[src/rtl/mem_march_bist.sv]
// mem_march_bist: March-test requester for the single-port memory.
// Runs up w(P); up r(P) w(~P); down r(~P) w(P); down r(P) and records the first miscompare.
module mem_march_bist #(
    parameter int Data_Width    = 32,
    parameter int Address_Width = 5,
    parameter int Locations_Num = 32,
    parameter int Timeout       = 15
) (
    input  logic                     CLK,
    input  logic                     Rst,
    input  logic                     Start,
    input  logic [Data_Width-1:0]    Pattern,
    output logic                     Wr_En,
    output logic                     Rd_En,
    output logic [Address_Width-1:0] Address,
    output logic [Data_Width-1:0]    Data_in,
    input  logic [Data_Width-1:0]    Data_out,
    input  logic                     Valid_out,
    output logic                     Busy,
    output logic                     Done,
    output logic                     Pass,
    output logic [7:0]               Err_Count,
    output logic [Address_Width-1:0] Fail_Addr,
    output logic [Data_Width-1:0]    Fail_Exp,
    output logic [Data_Width-1:0]    Fail_Got,
    output logic                     Timeout_Err
);
    localparam int TW = (Timeout > 1) ? $clog2(Timeout) : 1;
    localparam logic [TW-1:0]            WAIT_LAST = TW'(Timeout - 1);
    localparam logic [Address_Width-1:0] ADDR_LAST = Address_Width'(Locations_Num - 1);

    typedef enum logic [2:0] {IDLE, WRITE, READ_REQ, READ_WAIT, DONE} state_t;
    typedef enum logic [1:0] {M0, M1, M2, M3} elem_t;

    state_t                r_state;
    elem_t                 r_elem;
    logic [Data_Width-1:0] r_pat;
    logic [TW-1:0]         r_wait;

    logic [Data_Width-1:0] w_exp;
    logic [Data_Width-1:0] w_wdata;
    logic                  w_mismatch;
    logic [7:0]            w_err_next;
    logic                  w_addr_last;
    logic                  w_addr_first;

    always_comb begin
        w_exp        = (r_elem == M2) ? ~r_pat : r_pat;
        w_wdata      = (r_elem == M1) ? ~r_pat : r_pat;
        w_mismatch   = (Data_out != w_exp);
        w_err_next   = (w_mismatch && (Err_Count != '1)) ? Err_Count + 8'd1 : Err_Count;
        w_addr_last  = (Address == ADDR_LAST);
        w_addr_first = (Address == '0);
    end

    // Strobes, address and data are registered: each transition sets them for the state it enters.
    always_ff @(posedge CLK or posedge Rst) begin
        if (Rst) begin
            r_state     <= IDLE;
            r_elem      <= M0;
            r_pat       <= '0;
            r_wait      <= '0;
            Wr_En       <= 1'b0;
            Rd_En       <= 1'b0;
            Address     <= '0;
            Data_in     <= '0;
            Busy        <= 1'b0;
            Done        <= 1'b0;
            Pass        <= 1'b0;
            Err_Count   <= '0;
            Fail_Addr   <= '0;
            Fail_Exp    <= '0;
            Fail_Got    <= '0;
            Timeout_Err <= 1'b0;
        end else begin
            Wr_En <= 1'b0;
            Rd_En <= 1'b0;
            case (r_state)
                IDLE, DONE: begin
                    if (Start) begin
                        r_pat       <= Pattern;
                        r_elem      <= M0;
                        Err_Count   <= '0;
                        Fail_Addr   <= '0;
                        Fail_Exp    <= '0;
                        Fail_Got    <= '0;
                        Timeout_Err <= 1'b0;
                        Done        <= 1'b0;
                        Pass        <= 1'b0;
                        Busy        <= 1'b1;
                        Address     <= '0;
                        Data_in     <= Pattern;
                        Wr_En       <= 1'b1;
                        r_state     <= WRITE;
                    end
                end
                WRITE: begin
                    case (r_elem)
                        M0: begin
                            if (w_addr_last) begin
                                r_elem  <= M1;
                                Address <= '0;
                                Rd_En   <= 1'b1;
                                r_state <= READ_REQ;
                            end else begin
                                Address <= Address + Address_Width'(1);
                                Data_in <= r_pat;
                                Wr_En   <= 1'b1;
                            end
                        end
                        M1: begin
                            if (w_addr_last) begin
                                r_elem  <= M2;
                                Address <= ADDR_LAST;
                            end else begin
                                Address <= Address + Address_Width'(1);
                            end
                            Rd_En   <= 1'b1;
                            r_state <= READ_REQ;
                        end
                        default: begin
                            if (w_addr_first) begin
                                r_elem  <= M3;
                                Address <= ADDR_LAST;
                            end else begin
                                Address <= Address - Address_Width'(1);
                            end
                            Rd_En   <= 1'b1;
                            r_state <= READ_REQ;
                        end
                    endcase
                end
                READ_REQ: begin
                    r_wait  <= '0;
                    r_state <= READ_WAIT;
                end
                READ_WAIT: begin
                    if (Valid_out) begin
                        Err_Count <= w_err_next;
                        if (w_mismatch && (Err_Count == '0)) begin
                            Fail_Addr <= Address;
                            Fail_Exp  <= w_exp;
                            Fail_Got  <= Data_out;
                        end
                        if (r_elem == M3) begin
                            if (w_addr_first) begin
                                Busy    <= 1'b0;
                                Done    <= 1'b1;
                                Pass    <= (w_err_next == '0);
                                r_state <= DONE;
                            end else begin
                                Address <= Address - Address_Width'(1);
                                Rd_En   <= 1'b1;
                                r_state <= READ_REQ;
                            end
                        end else begin
                            Data_in <= w_wdata;
                            Wr_En   <= 1'b1;
                            r_state <= WRITE;
                        end
                    end else if (r_wait == WAIT_LAST) begin
                        Timeout_Err <= 1'b1;
                        Busy        <= 1'b0;
                        Done        <= 1'b1;
                        Pass        <= 1'b0;
                        r_state     <= DONE;
                    end else begin
                        r_wait <= r_wait + TW'(1);
                    end
                end
                default: r_state <= IDLE;
            endcase
        end
    end
endmodule

[config.mk]
export PLATFORM = sky130hd
export DESIGN_NAME = mem_march_bist
export DESIGN_NICKNAME = d
export VERILOG_FILES = /design/src/rtl/mem_march_bist.sv
export SDC_FILE = /design/constraint.sdc
export NUM_CORES = 1
export LEC_CHECK = 0
export ABC_CLOCK_PERIOD_IN_PS = 6700
export BUFFER_PORTS_ARGS = -buffer_cell sky130_fd_sc_hd__clkbuf_2
export CAP_MARGIN = 20
export CORE_MARGIN = 5
export CORE_UTILIZATION = 60
export CTS_BUF_LIST = sky130_fd_sc_hd__clkbuf_8
export DETAILED_ROUTE_END_ITERATION = 8
export PLACE_DENSITY = 0.83
export SETUP_SLACK_MARGIN = 0.15
export SYNTH_ARGS = -nofsm -noshare
export SYNTH_HDL_FRONTEND = slang
export SYNTH_SLANG_ARGS = --single-unit
[constraint.sdc]
create_clock -name CLK -period 6.7 [get_ports CLK]
set_input_delay 0.335 -clock CLK [delete_from_list [all_inputs] [get_ports CLK]]
set_output_delay 0.335 -clock CLK [all_outputs]
set_load 0.01 [all_outputs]
# After elaboration in Yosys (flattened, before gate mapping)
# Index checks and enable logic that the tools add are counted.
[classes]
n_bitwise = 1
n_addsub = 4
eq_ne = 28
mux = 78
reduce_logical = 22
[ops]
columns = ["operator", "n"]
rows = [
  ["32-bit 2-to-1 mux", 12],
  ["32-bit one-hot mux with 2 select lines", 2],
  ["32-bit one-hot mux with 3 select lines", 1],
  ["5-bit 2-to-1 mux", 9],
  ["32-bit inequality test", 1],
  ["32-bit inverter", 1],
  ["1-bit 2-to-1 mux", 24],
  ["8-bit 2-to-1 mux", 3],
  ["2-bit inequality test (second input constant)", 11],
  ["3-bit 2-to-1 mux", 7],
  ["5-bit one-hot mux with 2 select lines", 2],
  ["8-bit logical NOT", 2],
  ["8-bit one-hot mux with 2 select lines", 1],
  ["3-bit inequality test (second input constant)", 5],
  ["5-bit one-hot mux with 3 select lines", 1],
  ["5-bit AND reduction", 3],
  ["3-bit one-hot mux with 4 select lines", 1],
  ["1-bit one-hot mux with 2 select lines", 5],
  ["3-bit AND reduction", 3],
  ["8-bit by 1-bit adder with 8-bit output (second input constant)", 1],
  ["2-bit 2-to-1 mux", 4],
  ["4-bit 2-to-1 mux", 2],
  ["8-bit inequality test (second input constant)", 1],
  ["2-bit one-hot mux with 2 select lines", 2],
  ["other kinds (23)", 29],
]
[totals]
output_inout_bits = 120
inputBits = 68
ff_bits = 161
word_cells = 149

# Logic depth before layout (Yosys ltp)
# Gate-level depths: netlist of the first run.
[depth]
depth_word = 10
mapped_depth = 12
ltp_nobuf = 10

# Least setup slack after synthesis of the first run
# Ideal clock, no wire load.
[synth_path]
path_type = "register -> register"
start = "register r_elem[0]"
end = "register Fail_Exp[0]"
slack_ps = 4370
path_buffers = 4
t_arrival_ps = 2203
setup_ps = 127
path_stages_with_launch = 13
cell_sequence = "dfrtp_1 > nand2b_4 > buf_6 > nor4_1 > mux2i_1 > nor4_4 > nand2_4 > nand2_4 > nor3_1 > buf_6 > buf_6 > buf_6 > mux2i_1"
[synth_between]
elab_chain_cells = 6
[synth_lines]
columns = ["element", "line_no", "source"]
rows = [
  ["from (decl)", "36", "elem_t r_elem;"],
  ["from (signal assigned)", "60", "r_elem <= M0;"],
  ["from (signal assigned)", "82", "r_elem <= M0;"],
  ["from (signal assigned)", "101", "r_elem <= M1;"],
  ["2-bit equality test *", "48", "w_exp = (r_elem == M2) ? ~r_pat : r_pat;"],
  ["32-bit 2-to-1 mux *", "48", ""],
  ["32-bit inequality test", "50", "w_mismatch = (Data_out != w_exp);"],
  ["1-bit logical AND", "140", "if (w_mismatch && (Err_Count == '0)) begin"],
  ["2-bit inequality test (no line)", "--", ""],
  ["4-bit AND reduction (no line)", "--", ""],
  ["to (signal assigned)", "142", "Fail_Exp <= w_exp;"],
  ["to (decl)", "24", "output logic [Data_Width-1:0] Fail_Exp,"],
]
# Mark *: on every way between the ends. The rest lies on a longest branch, timed or not. The select of a mux whose other input is x is not followed.
# A chain may end at the register's enable or synchronous reset.

# Final worst setup path of the first run
[layout_path]
start = "register r_elem[1]"
end = "register Fail_Got[0]"
[layout_between]
elab_chain_cells = 6
[layout_lines]
columns = ["element", "line_no", "source"]
rows = [
  ["2-bit equality test", "48", ""],
  ["32-bit 2-to-1 mux", "48", ""],
  ["32-bit inequality test", "50", ""],
  ["1-bit logical AND", "140", ""],
  ["2-bit inequality test (no line)", "--", ""],
  ["4-bit AND reduction (no line)", "--", ""],
  ["to (signal assigned)", "143", "Fail_Got <= Data_out;"],
  ["to (decl)", "25", "output logic [Data_Width-1:0] Fail_Got,"],
]
# Every way passes these cells.

==> results of run 1 <==
==> cell families after synthesis <==
kind of cell	share of synthesized area
AOI/OAI and AO/OA	0.0830
xor gates and xnor gates	0.104
adders and majority gates	0.0119
buffers and inverters	0.0495
DFF	0.477
muxes	0.0948
and+or+nand+nor	0.180
==> per-stage QoR <==
stage	power (mW)	hold slack [ns]	instance area, um2	utilization
after floorplan	2.95	0.440	8450	-
after global placement	3.54	0.462	9470	0.685
after detailed placement	3.61	0.470	9470	0.685
after CTS	4.39	0.0437	9880	0.715
after global routing	4.69	0.0687	9880	0.715
final	4.37	0.0164	9880	0.715
==> metal layers <==
metal  wire (um)  track usage  vias up
li1            -            -     3338
met1        9420        0.363     3375
met2       10200        0.416      297
met3        1680       0.0573       47
met4         675        0.104        0
met5           0            0        -
==> Yosys cell counts, types with 8 or more instances <==
cell	n	area [um2]
nor3_1	12	60.1
ha_1	8	100
nand2_1	216	811
and3_1	11	68.8
dfrtp_1	161	4030
mux2i_1	80	801
o21ai_0	48	240
inv_1	48	180
clkbuf_1	35	131
xnor2_1	64	561
a21oi_1	43	215
nor2_1	58	218
nand3_1	15	75.1
nor4_1	8	50.1
xor2_1	36	315
==> report_power, final <==
part	switching (mW)	leakage [nW]	internal, mW
Sequential	0.361	2.11	1.34
Clock	0.354	0.221	0.409
Combinational	1.15	2.52	0.758
==> final cells by class <==
cell class	count	area, um2	share of cell area
clock buffers	18	248	0.0251
clock inverters	13	169	0.0171
inverters	48	185	0.0187
multi-input cells	658	4040	0.409
flip-flops and latches	161	4030	0.408
well taps	180	225	0.0228
repair buffers	194	988	0.100
==> worst max-delay path: stages (launching register included) <==
cell       delay [ns]
dfrtp_1          0.63
nor2b_4          0.22
buf_4            0.48
nor2_1           0.11
nand4_1          0.15
a2111oi_4        0.11
nand2_4          0.15
nand2_4          0.07
nor3_2           0.56
buf_4            0.94
mux2i_1          0.29
==> state kept, by name (all words and copies together), names as in the netlist, 2 cells and up <==
signal / count
Address: 5
Data_in: 32
Err_Count: 8
Fail_Addr: 5
Fail_Exp: 32
Fail_Got: 32
r_elem: 2
r_pat: 32
r_state: 3
r_wait: 4
==> worst min-delay path by stage <==
stage                                        from                  endpoint  slack, ns
after floorplan                        Pattern[0]      r_pat[0]$_DFFE_PP0P_       0.44
after global placement     Data_in[2]$_DFFE_PP0P_    Data_in[2]$_DFFE_PP0P_       0.46
final                                         Rst  Fail_Addr[3]$_DFFE_PP0P_       0.02
after global routing                  Pattern[11]     r_pat[11]$_DFFE_PP0P_       0.07
after CTS                                     Rst  Fail_Addr[3]$_DFFE_PP0P_       0.04
after detailed placement  Data_in[19]$_DFFE_PP0P_   Data_in[19]$_DFFE_PP0P_       0.47
==> impl_metrics.py, run 1 <==
metrics = {
    "routing": {
        "avgRoutedWirePerCell_um": 17.3,
        "drc": 0,
        "avgViaCountPerCell": 5.55,
        "wl_um": 22000,
        "num_vias": 7057,
        "final_antenna_net_count": 0,
        "drt_iter0_markers": 646,
        "dr.pass1.iters": 5,
    },
    "cells_and_area": {
        "mostFrequentLayoutCells": "nand2_1, clkbuf_2, dfrtp_1",
        "nNetsFinal": 1156,
        "layout_commonest_cell": "nand2_1",
        "fillers": 1069,
        "area_delta_synth_final_pct": 17.0,
        "diodes": 0,
        "layout-drive-gt1-share": 0.220,
        "post_layout_nonfiller_instances": 1272,
    },
    "die": {
        "die_y_um": 129,
        "start_util": 0.611,
        "die-area_um2": 16600,
        "core-area_um2": 13800,
        "pin_count": 188,
        "num_rows": 43,
        "fp.dieW_um": 129,
    },
    "grt": {
        "grtUsageTotal": 0.265,
        "grt_antenna_before_repair": 0,
        "grt_max_degree": 90,
        "grt-ovfl-total": 0,
        "grt_pass1_vias": 6708,
        "grt_pass1_wl_um": 34500,
    },
    "placed_design": {
        "dp_hpwl_um": 15600,
        "place.gp.congestion": 0.885,
        "io_buffers": 187,
        "post-place-ws_ns": 2.85,
        "dp_cells": 1241,
    },
    "timing": {
        "skew_ns": 0.0102,
        "slew_viol_final": 0,
        "hold_viol_final": 0,
        "max-slew-margin-rel": 0.270,
        "rsz0062_at_grt": "no",
        "setup_violations": 0,
        "max_clock_freq_ghz": 0.257,
        "tightest_slew_ns": 1.09,
        "setup_tns_ns": 0,
        "finalWorstSetupSlack_ns": 2.81,
        "period_needed_ns": 3.89,
        "timing.final.crit_share": 0.580,
    },
    "power_and_ir_drop": {
        "p_leak_nw": 4.84,
        "vdd_drop_max_mv": 0.226,
        "power_density_nw_per_um2": 442,
    },
    "clock_tree": {
        "cts_resized": 0,
        "numCtsBuffers": 17,
        "cts-htree-levels": 4,
        "clkLatencyLatePin_ns": 0.46,
        "cts_sinks": 161,
        "hold_buffers": 0,
        "cts_tree": "done",
        "postCtsSetupRepairBufs": 0,
        "cts_root_buf": "clkbuf_8",
        "cts.path.max_buffers": 2,
        "clkTransAtPathRegs_ns": 0.09,
    },
    "synth": {
        "netlist_area_um2": 8450,
        "ys_warn_count": 0,
        "async_reset_ff_frac": 1.00,
        "synth_cell_type_count": 45,
        "syn_area_per_cell_um2": 9.18,
        "synthCells": 920,
        "synth_edf_count": 0,
        "ys_ff_latch": 161,
        "synth.yosys.seq_area_share": 0.477,
        "synth_ff_type": "dfrtp_1",
        "synthesis.nets": 996,
    },
    "setup_path": {
        "critPathCaptureType": "flip-flop",
        "reg2reg_to": "Fail_Got[0]$_DFFE_PP0P_",
        "crit_start": "r_elem[1]$_DFFE_PP0P_",
        "r2r_cells": 10,
        "crit_end": "Fail_Got[0]$_DFFE_PP0P_",
        "worstPathArrival_ns": 4.25,
        "reg2reg_slack_ns": 2.81,
        "cp.required_ns": 7.07,
        "r2r_start": "r_elem[1]$_DFFE_PP0P_",
        "crit_fanout": 63,
        "critical_path_class": "reg -> reg",
        "critPathLaunchType": "flip-flop",
    },
    "run": {
        "maxCapViolCount": 0,
    },
    "outcome": {
        "status": "complete, no violations",
    },
    "hold_path": {
        "hp-class": "in -> async",
    },
}
No activity file was read; power rests on OpenSTA's default activity.
==> inputs of run 2 (changes only) <==
- ABC_CLOCK_PERIOD_IN_PS: 6700 -> 3300
- CORE_UTILIZATION: 60 -> 51
- PLACE_DENSITY: 0.83 -> 0.75
- clock period: 6.7 -> 3.3 ns (I/O delays scaled with it)
==> impl_metrics.py, run 2 (synthesis results as in run 1) <==
metrics = {
    "setup_path": {
        "r2r_start": "r_elem[0]$_DFFE_PP0P_",
        "critPathLaunchType": "flip-flop",
        "critical_path_class": "reg -> reg",
        "worstPathArrival_ns": 3.14,
        "crit_start": "r_elem[0]$_DFFE_PP0P_",
        "crit_fanout": 36,
        "critPathCaptureType": "flip-flop",
        "cp.required_ns": 3.69,
        "cpPeakStageDelay_ns": 0.57,
        "worst_path_max_delay_cell": "dfrtp_1",
        "crit_chain": "nand2b_4 -> and4_1 -> mux2i_1 -> nor4_4 -> nand2_4 -> nand2_4 -> nor3_2 -> buf_12 -> mux2i_1",
    },
    "routing": {
        "dr.pass1.iters": 5,
        "drt_iter0_markers": 462,
        "num_vias": 7267,
        "wl_um": 23800,
        "avgViaCountPerCell": 5.25,
        "wl_met1_um": 10200,
        "drc": 0,
        "wl_met3_um": 1580,
        "avgRoutedWirePerCell_um": 17.2,
        "met2_length_um": 11300,
        "final_antenna_net_count": 0,
        "top_layer": "met4",
    },
    "cells_and_area": {
        "multi_input_area_um2": 4040,
        "fillers": 1305,
        "nNetsFinal": 1226,
        "layout-drive-gt1-share": 0.213,
        "area_delta_synth_final_pct": 26.1,
        "design_area_um2": 10600,
        "seq_area_um2": 4030,
        "mostFrequentLayoutCells": "nand2_1, clkbuf_2, dfrtp_1",
        "layout_commonest_cell": "nand2_1",
        "final_util": 0.649,
        "post_layout_nonfiller_instances": 1383,
        "diodes": 0,
    },
    "clock_tree": {
        "cts.path.max_buffers": 2,
        "hold_buffers": 65,
        "cts-htree-levels": 4,
        "clkLatencyLatePin_ns": 0.47,
        "cts_sinks": 161,
        "cts_root_buf": "clkbuf_8",
        "cts_resized": 0,
        "cts_tree": "done",
        "postCtsSetupRepairBufs": 0,
        "clkTransAtPathRegs_ns": 0.09,
        "numCtsBuffers": 17,
    },
    "grt": {
        "grt-ovfl-total": 0,
        "grt_antenna_before_repair": 0,
        "grt_pass1_wl_um": 38500,
        "grt_pass1_vias": 7245,
        "grt_max_degree": 67,
        "grtUsageTotal": 0.248,
    },
    "hold_path": {
        "hp-class": "in -> reg",
        "hold_path_startpoint": "Start",
    },
    "die": {
        "die_y_um": 139,
        "fp.dieW_um": 139,
        "num_rows": 47,
        "start_util": 0.515,
        "pin_count": 188,
        "core-area_um2": 16400,
        "die-area_um2": 19200,
    },
    "timing": {
        "hold_viol_final": 0,
        "rsz0062_at_grt": "no",
        "setup_tns_ns": 0,
        "skew_ns": 0.0113,
        "max-slew-margin-rel": 0.390,
        "max_clock_freq_ghz": 0.363,
        "slew_viol_final": 0,
        "setup_violations": 0,
        "timing.final.crit_share": 0.835,
        "tightest_slew_ns": 0.913,
        "finalWorstSetupSlack_ns": 0.546,
        "period_needed_ns": 2.75,
    },
    "power_and_ir_drop": {
        "p_switching_mw": 3.92,
        "sw_frac_of_total": 0.439,
        "power_density_nw_per_um2": 838,
        "p_seq_frac": 0.388,
        "p_clk_frac": 0.165,
        "intPower_mw": 5.01,
        "p_leak_nw": 5.11,
        "vdd_drop_max_mv": 0.483,
        "power_frac_comb": 0.447,
    },
    "placed_design": {
        "dp_cells": 1286,
        "dpl_cell_area_um2": 9600,
        "io_buffers": 187,
        "place.gp.congestion": 0.912,
        "post-place-ws_ns": 0.580,
        "dp_hpwl_um": 16300,
    },
    "run": {
        "maxCapViolCount": 0,
    },
    "outcome": {
        "status": "complete, no violations",
    },
}
-- run 2: cell types whose count changed in the layout (fill, tap and decap cells not counted), moves of 2 or more --
cell | before | now
inv_1 | 49 | 47
buf_12 | 0 | 4
inv_6 | 2 | 5
clkinv_2 | 5 | 2
bufinv_16 | 4 | 2
dlygate4sd3_1 | 0 | 65
clkinvlp_4 | 1 | 7
-- run 2: per-layer routing --
metal,up-vias,track usage
met5,-,0
met4,0,0.0958
met3,43,0.0586
met2,286,0.403
met1,3455,0.326
li1,3483,-
-- run 2: cell type report --
class	instances	share of cell area
Clock buffer	17	0.0220
Clock inverter	15	0.0149
Inverter	48	0.0173
Multi-Input combinational cell	658	0.379
Sequential cell	161	0.378
Tap cell	220	0.0259
Timing Repair Buffer	264	0.162
-- run 2: final timing paths --
kind / endpoint / slack [ns] / cells past startpoint
min in group asynchronous: Fail_Addr[3]$_DFFE_PP0P_ / 0.42 / 3
max: Fail_Got[23]$_DFFE_PP0P_ / 0.55 / 9
min: r_state[2]$_DFFE_PP0P_ / 0.03 / 3
max reg2reg: Fail_Got[23]$_DFFE_PP0P_ / 0.55 / 9
max in group asynchronous: Data_in[11]$_DFFE_PP0P_ / 2.06 / 4
min reg2reg: Data_in[3]$_DFFE_PP0P_ / 0.48 / 2
-- run 2: power by group through the flow --
stage | Clock, mW | Sequential [mW] | Combinational, mW
floorplan | 0 | 3.52 | 2.47
global placement | 0 | 3.47 | 3.78
detailed placement | 0 | 3.49 | 3.89
CTS | 1.49 | 3.45 | 3.98
global route | 1.56 | 3.57 | 4.45
finish | 1.47 | 3.46 | 3.99
-- run 2: critical path, delay by kind of cell (launching register included) --
kind / cells / cell delay [ns]
buffers and inverters: 1 / 0.31
DFF: 1 / 0.57
muxes: 2 / 0.51
and+or+nand+nor: 6 / 1.24
-- run 2: through the flow --
| step | power (mW) | hold WS [ns] |
|---|---|---|
| 6_report | 8.92 | 0.0281 |
| 5_1_grt | 9.59 | 0.0387 |
| 4_1_cts | 8.92 | 0.0108 |
| 3_5_place_dp | 7.38 | 0.380 |
| 3_3_place_gp | 7.24 | 0.375 |
| 2_1_floorplan | 5.99 | 0.270 |
==> inputs of run 3 (changes only) <==
- ABC_CLOCK_PERIOD_IN_PS: 3300 -> 2500
- clock period: 3.3 -> 2.5 ns (I/O delays scaled with it)
==> impl_metrics.py, run 3 (synthesis results as in run 1) <==
metrics = {
    "outcome": {
        "status": "complete, no violations",
    },
    "cells_and_area": {
        "layout-drive-gt1-share": 0.278,
        "layout_commonest_cell": "nand2_1",
        "nNetsFinal": 1282,
        "area_delta_synth_final_pct": 36.7,
        "mostFrequentLayoutCells": "nand2_1, clkbuf_2, dfrtp_1",
        "final_util": 0.704,
        "design_area_um2": 11500,
    },
    "placed_design": {
        "io_buffers": 187,
        "dpl_cell_area_um2": 9860,
        "place.gp.congestion": 0.899,
        "dp_hpwl_um": 17600,
        "post-place-ws_ns": -0.00751,
    },
    "clock_tree": {
        "cts_root_buf": "clkbuf_8",
        "cts_sinks": 161,
        "cts.path.max_buffers": 2,
        "numCtsBuffers": 17,
        "cts-htree-levels": 4,
        "clkLatencyLatePin_ns": 0.48,
        "clkTransAtPathRegs_ns": 0.09,
        "cts_tree": "done",
    },
    "grt": {
        "grt_pass1_wl_um": 41000,
        "grt_antenna_before_repair": 1,
        "grt-ovfl-total": 0,
        "grt_max_degree": 59,
        "grtUsageTotal": 0.264,
        "grt_pass1_vias": 7692,
    },
    "routing": {
        "drt_iter0_markers": 627,
        "avgRoutedWirePerCell_um": 19.0,
        "num_vias": 7892,
        "wl_um": 27300,
        "final_antenna_net_count": 0,
        "drc": 0,
        "dr.pass1.iters": 6,
        "avgViaCountPerCell": 5.49,
    },
    "timing": {
        "skew_ns": 0.0145,
        "finalWorstSetupSlack_ns": 0.0808,
        "setup_violations": 0,
        "rsz0062_at_grt": "yes",
        "setup_tns_ns": 0,
        "tightest_slew_ns": 0.771,
        "slew_viol_final": 0,
        "hold_viol_final": 0,
        "period_needed_ns": 2.42,
        "max-slew-margin-rel": 0.485,
        "max_clock_freq_ghz": 0.413,
        "timing.final.crit_share": 0.968,
    },
    "setup_path": {
        "r2r_start": "r_pat[21]$_DFFE_PP0P_",
        "worstPathArrival_ns": 2.78,
        "r2r_cells": 9,
        "cp.required_ns": 2.86,
        "crit_fanout": 4,
        "critPathLaunchType": "flip-flop",
        "critPathCaptureType": "flip-flop",
        "critical_path_class": "reg -> reg",
        "crit_start": "r_pat[21]$_DFFE_PP0P_",
    },
    "die": {
        "die_y_um": 139,
        "die-area_um2": 19200,
        "fp.dieW_um": 139,
        "start_util": 0.515,
        "pin_count": 188,
        "core-area_um2": 16400,
        "num_rows": 47,
    },
    "power_and_ir_drop": {
        "p_leak_nw": 5.58,
        "power_density_nw_per_um2": 1120,
        "vdd_drop_max_mv": 0.597,
    },
    "hold_path": {
        "hp-class": "in -> reg",
        "hold_path_startpoint": "Valid_out",
        "whs_path_depth": 3,
    },
    "run": {
        "maxCapViolCount": 0,
    },
}
run 3: cell types whose count changed in the layout (fill, tap and decap cells not counted), moves of 5 or more:
| cell | before | now |
|---|---|---|
| buf_4 | 8 | 47 |
| nor4_1 | 8 | 1 |
| mux2i_1 | 80 | 75 |
| dfrtp_1 | 161 | 151 |
| xnor2_1 | 64 | 47 |
| nor4_2 | 1 | 6 |
| inv_6 | 5 | 0 |
| dfrtp_2 | 0 | 10 |
| clkbuf_16 | 0 | 5 |
| xnor2_2 | 0 | 16 |
run 3: path summary, 6_finish.rpt:
path,slack [ns],endpoint
worst min register to register,0.48,Data_in[1]$_DFFE_PP0P_
worst min-delay path,0.05,r_state[0]$_DFFE_PP0P_
worst max-delay path,0.08,Pass$_DFFE_PP0P_
min in group asynchronous,0.32,Fail_Exp[31]$_DFFE_PP0P_
worst max register to register,0.08,Pass$_DFFE_PP0P_
max in group asynchronous,1.34,r_pat[16]$_DFFE_PP0P_
run 3: report_power, final:
part	internal [mW]	total [mW]	switching, mW
clock network	0.991	1.97	0.975
logic	2.80	6.49	3.69
registers	3.60	4.46	0.854
total	7.39	12.9	5.52
run 3: cell type report:
class / instances / area (um2)
timing repair buffer: 319 / 2350
sequential: 161 / 4040
clock inverter: 11 / 144
fill: 1159 / 4860
multi-input combinational: 659 / 4300
inverter: 48 / 184
antenna: 2 / 5.00
tap: 220 / 275
clock buffer: 18 / 248
run 3: per-layer routing:
layer | part of all wire | track usage | up-vias
met5 | 0 | 0 | -
li1 | - | - | 3607
met1 | 0.41 | 0.358 | 3839
met2 | 0.48 | 0.423 | 367
met3 | 0.077 | 0.0541 | 79
met4 | 0.034 | 0.100 | 0
run 3: worst max-delay path: stages, from the launching register on:
cell       delay [ns]
dfrtp_1          0.40
xnor2_1          0.17
nor4_2           0.32
mux2i_1          0.17
a2111oi_4        0.45
buf_4            0.20
a21bo_4          0.15
mux2i_1          0.21
nor2_1           0.06
a31o_2           0.19
run 3: metrics by stage:
| stage | hold WS [ns] | cells | total power, mW |
|---|---|---|---|
| after floorplan | 0.230 | 920 | 7.91 |
| after global placement | 0.281 | 1314 | 10.0 |
| after detailed placement | 0.291 | 1314 | 10.2 |
| after CTS | 0.0379 | 1419 | 12.4 |
| after global routing | 0.0932 | 1437 | 13.7 |
| final | 0.0511 | 1438 | 12.9 |
run 3: timing repair:
action	in CTS	in global routing
hold buffers	66	0
resized for setup	24	26
setup endpoints to repair	70	90
gates cloned	2	8
endpoints found under the hold margin	117	0
buffers inserted	8	9
pin swaps	8	10
